`config.mk`:
```
export PLATFORM = sky130hd
export DESIGN_NAME = car_physics
export DESIGN_NICKNAME = d
export VERILOG_FILES = /design/src/rtl/car_physics_pkg.sv /design/src/rtl/car_physics_trig_lut.sv /design/src/rtl/car_physics.sv
export SDC_FILE = /design/constraint.sdc
export NUM_CORES = 1
export LEC_CHECK = 0
export ABC_AREA = 1
export CORE_UTILIZATION = 24
export CTS_CLUSTER_DIAMETER = 200
export DETAILED_ROUTE_END_ITERATION = 6
export PLACE_DENSITY = 0.37
export SLEW_MARGIN = 25
export SYNTH_ARGS = -nofsm -noshare
export SYNTH_HDL_FRONTEND = slang
export SYNTH_HIERARCHICAL = 1
export SYNTH_SLANG_ARGS = --single-unit
export TNS_END_PERCENT = 30
```
`constraint.sdc`:
```
create_clock -name clk -period 9.15 [get_ports clk]
set_input_delay 1.83 -clock clk [delete_from_list [all_inputs] [get_ports clk]]
set_output_delay 1.83 -clock clk [all_outputs]
set_load 0.02 [all_outputs]
```
`src/rtl/car_physics_pkg.sv`:
```
// Shared map, terrain and fixed-point definitions for the car physics engine, renderer and color decoder.
// Positions are Q10.4 unsigned per axis; trig values are Q1.7 signed (+128 == 1.0).
package car_physics_pkg;

   localparam int MAP_WIDTH  = 320;
   localparam int MAP_HEIGHT = 240;
   localparam int MAP_ADDR_W = 17;

   localparam logic [3:0] IDX_ROAD  = 4'd0;
   localparam logic [3:0] IDX_GRASS = 4'd1;
   localparam logic [3:0] IDX_WALL  = 4'd5;

   localparam int TRIG_W    = 9;
   localparam int TRIG_FRAC = 7;
   localparam int POS_W     = 14;
   localparam int POS_FRAC  = 4;

   typedef logic signed [TRIG_W-1:0] trig_t;
   typedef logic [POS_W-1:0]         pos_t;

   typedef enum logic [2:0] {
      ST_IDLE,
      ST_STEER,
      ST_MOVE,
      ST_ADDR,
      ST_WAIT,
      ST_CHECK
   } phys_state_t;

   function automatic logic [MAP_ADDR_W-1:0] map_address(input logic [9:0] x, input logic [9:0] y);
      return {7'd0, y} * 17'(MAP_WIDTH) + {7'd0, x};
   endfunction

endpackage

```
`src/rtl/car_physics_trig_lut.sv`:
```
// Combinational heading -> sin/cos lookup in Q1.7, folded from a single 0..90 degree quadrant table.
module car_physics_trig_lut
   import car_physics_pkg::*;
(
   input  logic [8:0] degree,
   output trig_t      sin_q,
   output trig_t      cos_q
);

   // round(128 * sin(d)) for d = 0..90
   localparam int QSIN [0:90] = '{
        0,   2,   4,   7,   9,  11,  13,  16,  18,  20,
       22,  24,  27,  29,  31,  33,  35,  37,  40,  42,
       44,  46,  48,  50,  52,  54,  56,  58,  60,  62,
       64,  66,  68,  70,  72,  73,  75,  77,  79,  81,
       82,  84,  86,  87,  89,  91,  92,  94,  95,  97,
       98,  99, 101, 102, 104, 105, 106, 107, 109, 110,
      111, 112, 113, 114, 115, 116, 117, 118, 119, 119,
      120, 121, 122, 122, 123, 124, 124, 125, 125, 126,
      126, 126, 127, 127, 127, 128, 128, 128, 128, 128,
      128
   };

   logic [6:0] sin_idx;
   logic [6:0] cos_idx;
   logic       sin_neg;
   logic       cos_neg;

   function automatic trig_t apply_sign(input int mag, input logic neg);
      return trig_t'(neg ? -mag : mag);
   endfunction

   always_comb begin
      sin_idx = '0;
      cos_idx = '0;
      sin_neg = 1'b0;
      cos_neg = 1'b0;
      if (degree <= 9'd90) begin
         sin_idx = 7'(degree);
         cos_idx = 7'(9'd90 - degree);
      end else if (degree <= 9'd180) begin
         sin_idx = 7'(9'd180 - degree);
         cos_idx = 7'(degree - 9'd90);
         cos_neg = 1'b1;
      end else if (degree <= 9'd270) begin
         sin_idx = 7'(degree - 9'd180);
         cos_idx = 7'(9'd270 - degree);
         sin_neg = 1'b1;
         cos_neg = 1'b1;
      end else begin
         sin_idx = 7'(9'd360 - degree);
         cos_idx = 7'(degree - 9'd270);
         sin_neg = 1'b1;
      end
   end

   assign sin_q = apply_sign(QSIN[sin_idx], sin_neg);
   assign cos_q = apply_sign(QSIN[cos_idx], cos_neg);

endmodule

```
`src/rtl/car_physics.sv`:
```
// Per-player motion engine: on each frame tick it steers, throttles, moves to a candidate position,
// reads the terrain under it from the map BRAM and commits or reverts the move.
module car_physics
   import car_physics_pkg::*;
#(
   parameter int START_X   = 15,
   parameter int START_Y   = 125,
   parameter int START_DEG = 0,
   parameter int DEG_STEP  = 15,
   parameter int ACCEL     = 4,
   parameter int BRAKE     = 8,
   parameter int FRICTION  = 1,
   parameter int MAX_SPEED = 48,
   parameter int GRASS_MAX = 16
) (
   input  logic        clk,
   input  logic        rst,
   input  logic        tick,
   input  logic        accel,
   input  logic        brake,
   input  logic        steer_left,
   input  logic        steer_right,
   output logic [16:0] map_addr,
   input  logic [3:0]  map_index,
   output logic [9:0]  world_x,
   output logic [9:0]  world_y,
   output logic [8:0]  degree,
   output logic [5:0]  speed,
   output logic        busy,
   output logic        done
);

   localparam logic signed [15:0] X_LIMIT = 16'(MAP_WIDTH << POS_FRAC);
   localparam logic signed [15:0] Y_LIMIT = 16'(MAP_HEIGHT << POS_FRAC);

   phys_state_t state;
   phys_state_t next_state;

   pos_t pos_x;
   pos_t pos_y;
   logic grass;

   logic              accel_p0, brake_p0, left_p0, right_p0;
   logic [8:0]        deg_p1;
   logic [5:0]        spd_p1;
   logic signed [15:0] cand_x_p2, cand_y_p2;
   logic              oob_p3;

   trig_t              sin_q, cos_q;
   logic signed [15:0] spd_s, sin_s, cos_s;
   logic signed [15:0] prod_x, prod_y, dx, dy, nx, ny;
   logic               oob;

   function automatic logic [8:0] turn(input logic [8:0] d, input logic l, input logic r);
      int nd;
      nd = int'(d);
      if (l && !r) nd = nd + DEG_STEP;
      else if (r && !l) nd = nd + 360 - DEG_STEP;
      if (nd >= 360) nd = nd - 360;
      return 9'(nd);
   endfunction

   function automatic logic [5:0] sat_sub(input logic [5:0] s, input int dec);
      return (int'(s) > dec) ? 6'(int'(s) - dec) : 6'd0;
   endfunction

   function automatic logic [5:0] cap_speed(input int s, input int cap);
      return (s > cap) ? 6'(cap) : 6'(s);
   endfunction

   function automatic logic [5:0] throttle(input logic [5:0] s, input logic a, input logic b,
                                           input logic on_grass);
      if (b) return sat_sub(s, BRAKE);
      if (a) return cap_speed(int'(s) + ACCEL, on_grass ? GRASS_MAX : MAX_SPEED);
      return sat_sub(s, FRICTION);
   endfunction

   car_physics_trig_lut u_trig_lut (
      .degree (deg_p1),
      .sin_q  (sin_q),
      .cos_q  (cos_q)
   );

   // MOVE: displacement in 1/16 px from the staged speed and new heading
   always_comb begin
      spd_s  = {10'd0, spd_p1};
      sin_s  = {{7{sin_q[TRIG_W-1]}}, sin_q};
      cos_s  = {{7{cos_q[TRIG_W-1]}}, cos_q};
      prod_x = spd_s * cos_s;
      prod_y = spd_s * sin_s;
      dx     = prod_x >>> TRIG_FRAC;
      dy     = prod_y >>> TRIG_FRAC;
      nx     = $signed({2'b00, pos_x}) + dx;
      ny     = $signed({2'b00, pos_y}) + dy;
   end

   assign oob = cand_x_p2[15] || cand_y_p2[15] || (cand_x_p2 >= X_LIMIT) || (cand_y_p2 >= Y_LIMIT);

   always_comb begin
      next_state = state;
      case (state)
         ST_IDLE:  if (tick) next_state = ST_STEER;
         ST_STEER: next_state = ST_MOVE;
         ST_MOVE:  next_state = ST_ADDR;
         ST_ADDR:  next_state = ST_WAIT;
         ST_WAIT:  next_state = ST_CHECK;
         ST_CHECK: next_state = ST_IDLE;
         default:  next_state = ST_IDLE;
      endcase
   end

   always_ff @(posedge clk or posedge rst) begin
      if (rst) state <= ST_IDLE;
      else     state <= next_state;
   end

   // Staged datapath: _p0 latched controls, _p1 steer result, _p2 candidate, _p3 bounds verdict
   always_ff @(posedge clk) begin
      if (state == ST_IDLE && tick) begin
         accel_p0 <= accel;
         brake_p0 <= brake;
         left_p0  <= steer_left;
         right_p0 <= steer_right;
      end
      if (state == ST_STEER) begin
         deg_p1 <= turn(degree, left_p0, right_p0);
         spd_p1 <= throttle(speed, accel_p0, brake_p0, grass);
      end
      if (state == ST_MOVE) begin
         cand_x_p2 <= nx;
         cand_y_p2 <= ny;
      end
      if (state == ST_ADDR) oob_p3 <= oob;
   end

   always_ff @(posedge clk or posedge rst) begin
      if (rst) begin
         pos_x    <= pos_t'(START_X << POS_FRAC);
         pos_y    <= pos_t'(START_Y << POS_FRAC);
         degree   <= 9'(START_DEG);
         speed    <= '0;
         grass    <= 1'b0;
         map_addr <= '0;
         done     <= 1'b0;
      end else begin
         done <= (state == ST_CHECK);
         if (state == ST_ADDR && !oob)
            map_addr <= map_address(cand_x_p2[13:4], cand_y_p2[13:4]);
         // CHECK: out-of-bounds behaves like a wall; the new heading is kept either way
         if (state == ST_CHECK) begin
            degree <= deg_p1;
            if (oob_p3) begin
               speed <= '0;
            end else begin
               case (map_index)
                  IDX_WALL: speed <= '0;
                  IDX_GRASS: begin
                     pos_x <= cand_x_p2[13:0];
                     pos_y <= cand_y_p2[13:0];
                     speed <= cap_speed(int'(spd_p1), GRASS_MAX);
                     grass <= 1'b1;
                  end
                  default: begin
                     pos_x <= cand_x_p2[13:0];
                     pos_y <= cand_y_p2[13:0];
                     speed <= spd_p1;
                     grass <= 1'b0;
                  end
               endcase
            end
         end
      end
   end

   assign world_x = pos_x[13:4];
   assign world_y = pos_y[13:4];
   assign busy    = (state != ST_IDLE);

endmodule
```
Word level (Yosys, flattened, before mapping)
Memories as Yosys holds them, arrays and structs flattened.
Index checks and enable logic that the tools add are counted.

storage, ports and cells
  output and inout port bits = 54
  memories kept = 2
  register bits after elaboration = 117
  memory bits (read-only) = 8192

memories
  memory           depth  width  read ports  clocked after Yosys merged registers in  write ports  line                        RTL
  (no name shown)  128    32     1           0                                        0            car_physics_trig_lut.sv:58  assign cos_q = apply_sign(QSIN[cos_idx], cos_neg);
  (no name shown)  128    32     1           0                                        0            car_physics_trig_lut.sv:57  assign sin_q = apply_sign(QSIN[sin_idx], sin_neg);

cells by class
  equal/unequal tests = 8
  $add $sub $neg = 19
  reductions and logical operators = 13
  $lt $le $gt $ge = 12
  muxes and demuxes = 40
  multipliers = 3
  bitwise operators = 4

operators with widths
  operator                                                             number
  2-to-1 mux 32 bit                                                    3
  2-to-1 mux 9 bit                                                     7
  2-to-1 mux 6 bit                                                     10
  2-to-1 mux 7 bit                                                     6
  adder 15 x 9 -> 16 bit                                               2
  greater-or-equal comparator 32 x 10 -> 1 bit, second input constant  1
  multiplier 7 x 9 -> 16 bit                                           2
  negation 9 bit                                                       2
  adder 17 x 10 -> 17 bit                                              1
  greater-or-equal comparator 16 x 13 -> 1 bit, second input constant  1
  greater-or-equal comparator 16 x 14 -> 1 bit, second input constant  1
  greater-or-equal comparator 8 bit, second input constant             2
  NOT 7 -> 8 bit                                                       2
  one-hot mux 3 bit (5 select lines)                                   1
  subtractor 7 bit, first input constant                               2
  one-hot mux 6 bit (2 select lines)                                   1
  multiplier 10 x 3 -> 11 bit, second input constant                   1
  subtractor 10 x 4 -> 11 bit, second input constant                   1
  adder 9 x 4 -> 10 bit, second input constant                         1
  adder 9 x 9 -> 10 bit, second input constant                         1
  2-to-1 mux 1 bit                                                     10
  less-or-equal comparator 9 x 7 -> 1 bit, second input constant       1
  less-or-equal comparator 9 x 8 -> 1 bit, second input constant       1
  less-or-equal comparator 9 bit, second input constant                1
  28 further kinds                                                     38

Logic depth before layout (Yosys ltp)
  word-level depth = 12
  mapped depth = 56

Cells and area by module
Netlist, hierarchy kept.

modules (own cells, without submodules)
  module                sequential area each (sq um)  area each (sq um)  times used  cells an instance
  car_physics           3200.6                        11686.2            1           1439
  car_physics_trig_lut  0.0                           3484.6             1           676

Least setup slack after synthesis
Ideal clock, no wire load.

  kind = reg-to-reg
  start point = register deg_p1[0]
  end point = register cand_y_p2[15] (data pin)
  period minus slack after synthesis = 8.205 ns
  setup time = 0.253 ns
  path buffers = 2
  arrival time = 7.951 ns
  setup slack = 0.945 ns
  stages on the path, launching flop included = 50
  required time = 8.897 ns
  path through = edfxtp_1 > inv_1 > buf_2 > ha_1 > nand4_1 > nand3_1 > nand2_1 > buf_6 > nand2_2 > nand2_1 > nand2_1 > ha_1 > nand3_1 > nand2_1 > nor2_1 > nor2_1 > nand2_1 > nand3_1 > [14 not listed] > ha_1 > inv_1 > o21ai_0 > nand3_1 > nand2_1 > a21oi_1 > nand2_1 > inv_1 > nand2_1 > nand2_1 > ha_1 > a21o_1 > a21oi_1 > inv_1 > a21oi_1 > a21boi_0 > nand3b_1 > nand2_1

between the ends
  longest elaborated chain between the ends = 12
  elaborated cells on any way between the ends = 19
  classes of those cells = 5 x add/sub; 1 x mul; 3 x order compare; 8 x mux; 1 x bitwise; 1 x memory

RTL lines
  element                                                       line                        RTL
  start, declared                                               car_physics.sv:44           logic [8:0] deg_p1;
  start signal, assigned                                        car_physics.sv:126          deg_p1 <= turn(degree, left_p0, right_p0);
  less-or-equal comparator 9 bit, or another cell as far along  car_physics_trig_lut.sv:45  end else if (degree <= 9'd270) begin
  2-to-1 mux 7 bit                                              car_physics_trig_lut.sv:45
  2-to-1 mux 7 bit                                              car_physics_trig_lut.sv:41  end else if (degree <= 9'd180) begin
  2-to-1 mux 7 bit                                              car_physics_trig_lut.sv:38  if (degree <= 9'd90) begin
  NOT 7 -> 8 bit (implied by the code)                          car_physics_trig_lut.sv:57
  memory (128 x 32 bit)                                         -
  2-to-1 mux 9 bit (implied by the code) (2 in a row)           car_physics_trig_lut.sv:57
  negation 9 bit                                                car_physics_trig_lut.sv:30  return trig_t'(neg ? -mag : mag);
  2-to-1 mux 9 bit (*)                                          car_physics_trig_lut.sv:30
  named net sin_q[0]                                            car_physics.sv:49           trig_t sin_q, cos_q;
  multiplier 7 x 9 -> 16 bit (*)                                car_physics.sv:90           prod_y = spd_s * sin_s;
  adder 15 x 9 -> 16 bit (*)                                    car_physics.sv:94           ny = $signed({2'b00, pos_y}) + dy;
  named net ny[15]                                              car_physics.sv:51           logic signed [15:0] prod_x, prod_y, dx, dy, nx, ny;
  end signal, assigned                                          car_physics.sv:131          cand_y_p2 <= ny;
  end, declared                                                 car_physics.sv:46           logic signed [15:0] cand_x_p2, cand_y_p2;

Mark *: on every way through the listed nets, which the timed path passes. The rest lies on a longest branch. The select of a mux whose other input is x is not followed.
A chain may end at the register's enable or synchronous reset.

Worst setup path in the final report
  start point = register deg_p1[1]
  end point = register cand_y_p2[15] (data pin)

Same word-level chain as after synthesis.

==> metrics <==
path depth of the worst reg2reg path 44; maximum number of pins on one net before global-route repair 56; routed len/inst 14.1 um; H-tree depth 4; DP Cell Count 2,993; core box area 62,100 um2; Syn Inst Count 2,115; Post-DP HPWL 33,800 um; Initial DRC Count 842; final setup fails 0; Critical Path AT 8.68 ns; DIE AREA 64,200 um2; HP Class flop to flop; FFs w/ async S/R, synth 0.556; initial antenna violation count 0; cts bufs inserted 17; Post-Synth Simple-Gate Area 0.276; root buf cell clkbuf_16; Bufs on Longest Clock Path 2; worst hold path stage count 1; GRT overflow 0; antenna viol nets, final 0; top_reg_cell synth dfrtp_1; dpl ws -0.162 ns; Post-Syn Area 15,200 um2; Site Rows 91; crit-path max FO 9; Cell variety after synth 55; sequential cell area 3200 um2; Util after Layout 0.283; slowest CP cell fa_1; nets 2,431; clk slew on worst S/H paths 0.06 ns; diode count 0; DRT Pass-1 Iters 6; Die X 253 um; Buf/Inv on CP 8; relative slew slack 0.412; Multi-input gate area 10,200 um2; total number of vias 13,300; critical path capture point type flop; Fmax 118 MHz; Synth Register Bits 117; max cap viols 0; Layout area overhead 15.9%; outcome complete, no violations; Non-Filler Instances 3,037; Final Instance Area 17,600 um2; Worst-Skew Late Latency 0.44 ns; I/O Buffers 64; Total GRT Usage 0.140; Setup CP Type flop to flop; Synth Net Count 2,359; xor and xnor area share after synthesis 0.0485; Die Span Y 253 um; CTS Sinks 117; number of global-route vias before repair 13,500; first-pass GRT wire length 72,000 um; routability cong. 0.868; Final period util 0.927; commonest cells after routing, fill and taps aside nand2_1 (601), inv_1 (370), nand3_1 (160); CP peak stage delay 0.52 ns; adder-cell share of the synthesized area 0.232; largest family of logic cells by synthesized area simple AND/OR/NAND/NOR gates; Synth area leaders nand2_1 (15%), ha_1 (13%), fa_1 (11%), edfxtp_1 (10%), inv_1 (9.3%); Crit path required time 9.34 ns; register area share after synthesis 0.211; PnR worst setup slack 0.664 ns; fin. max-slew vios 0; Final Hold Vio Count 0; Ports 65; DR vias/cell 4.39; fraction of layout cells with a size suffix above 1 0.105; post-synth top area cell nand2_1; mux contribution to synthesized area 0.0182; CP Launch Type flop; Fillers 6,825; Levels on crit path 44; dpl cell area 16,700 um2; delay-heaviest family, CP adder cells; Post-synth EDFFs 52; Synth top area share 0.151; CTS hold repair buffers 0; slew at the pin closest to its max-slew limit 0.882 ns; CTS tree yes; commonest non-fill, non-tap cell in the layout nand2_1; syn avg cell area 7.17 um2; critical path's most frequent cell nand2_1; final WL 42,900 um; starting density of the core 0.244; worst clock skew 0.0108 ns; post-synthesis compound-gate area fraction 0.0871; fin crit period 8.49 ns; Warnings, synthesis 6; Residual DRC 0
==> routing by layer <==
metal	GRT usage	part of all wire	vias to the layer above	wire (um)
met3	0.0162	0.027	14	1160
met5	0	0	-	0
li1	-	-	6804	-
met2	0.232	0.46	187	19600
met1	0.196	0.51	6321	21900
met4	0.0246	0.0071	0	305
==> worst paths after layout <==
check | from | to | slack (ns)
setup / recovery | deg_p1[1] | cand_y_p2[15] | 0.66
hold / removal | cand_y_p2[2] | pos_y[2] | 0.47
setup reg to reg | deg_p1[1] | cand_y_p2[15] | 0.66
hold reg to reg | cand_y_p2[2] | pos_y[2] | 0.47
max in group asynchronous | rst | pos_x[11] | 6.41
min in group asynchronous | rst | degree[5] | 1.62
==> stage by stage <==
step	setup TNS, ns	hold slack, ns
global placement	-0.165	0.460
CTS	0	0.469
detailed placement	-0.162	0.464
global route	-0.00249	0.486
floorplan	0	0.449
finish	0	0.472
==> what timing repair did <==
| action | in CTS | in global routing |
|---|---|---|
| endpoints found under the setup margin | 2 | 21 |
| pin swaps | 0 | 2 |
| setup buffers | 1 | 11 |
| cloned | 0 | 0 |
| resized for setup | 1 | 46 |
==> state kept, by name, summed over array words and instances, names as in the netlist <==
signal / count
spd_p1: 6
cand_y_p2: 16
speed: 6
accel_p0: 1
pos_x: 14
pos_y: 14
grass: 1
brake_p0: 1
state: 3
degree: 9
deg_p1: 9
map_addr: 17
cand_x_p2: 16
done: 1
oob_p3: 1
right_p0: 1
left_p0: 1
==> kinds of logic after synthesis <==
family,count (synthesis)
AO/OA/AOI/OAI,235
XOR/XNOR,84
adder cells (fa/ha/maj),233
buffers and inverters,456
flip-flops,117
multiplexers,19
AND/OR/NAND/NOR,971
==> final cells by class <==
cell class	count	share of cell area
Clock inverter	12	0.00797
Sequential cell	117	0.182
Inverter	390	0.0836
Tap cell	837	0.0596
Timing Repair Buffer	119	0.0599
Clock buffer	20	0.0266
Multi-Input combinational cell	1542	0.580
==> cell usage after synthesis (7+ instances only) <==
| cell type | count |
|---|---|
| a21o_1 | 7 |
| buf_6 | 12 |
| a31oi_1 | 10 |
| a21oi_1 | 94 |
| buf_2 | 9 |
| or2_2 | 7 |
| dfstp_2 | 10 |
| clkbuf_1 | 14 |
| nand2_2 | 25 |
| inv_2 | 10 |
| o21ai_0 | 82 |
| edfxtp_1 | 52 |
| ha_1 | 153 |
| dfrtp_1 | 55 |
| nand4_1 | 22 |
| nand3_1 | 160 |
| nand2_4 | 7 |
| nor3_1 | 7 |
| nor2_1 | 96 |
| xor2_1 | 56 |
| xnor2_1 | 28 |
| nand3_2 | 7 |
| nand3b_1 | 7 |
| nand2_1 | 611 |
| fa_1 | 80 |
| mux2_4 | 17 |
| nor2_2 | 13 |
| buf_4 | 27 |
| o21ai_1 | 7 |
| inv_1 | 376 |
Power is not shown: default switching activity piles up to over one toggle a cycle in this logic, so the estimate is an artifact.
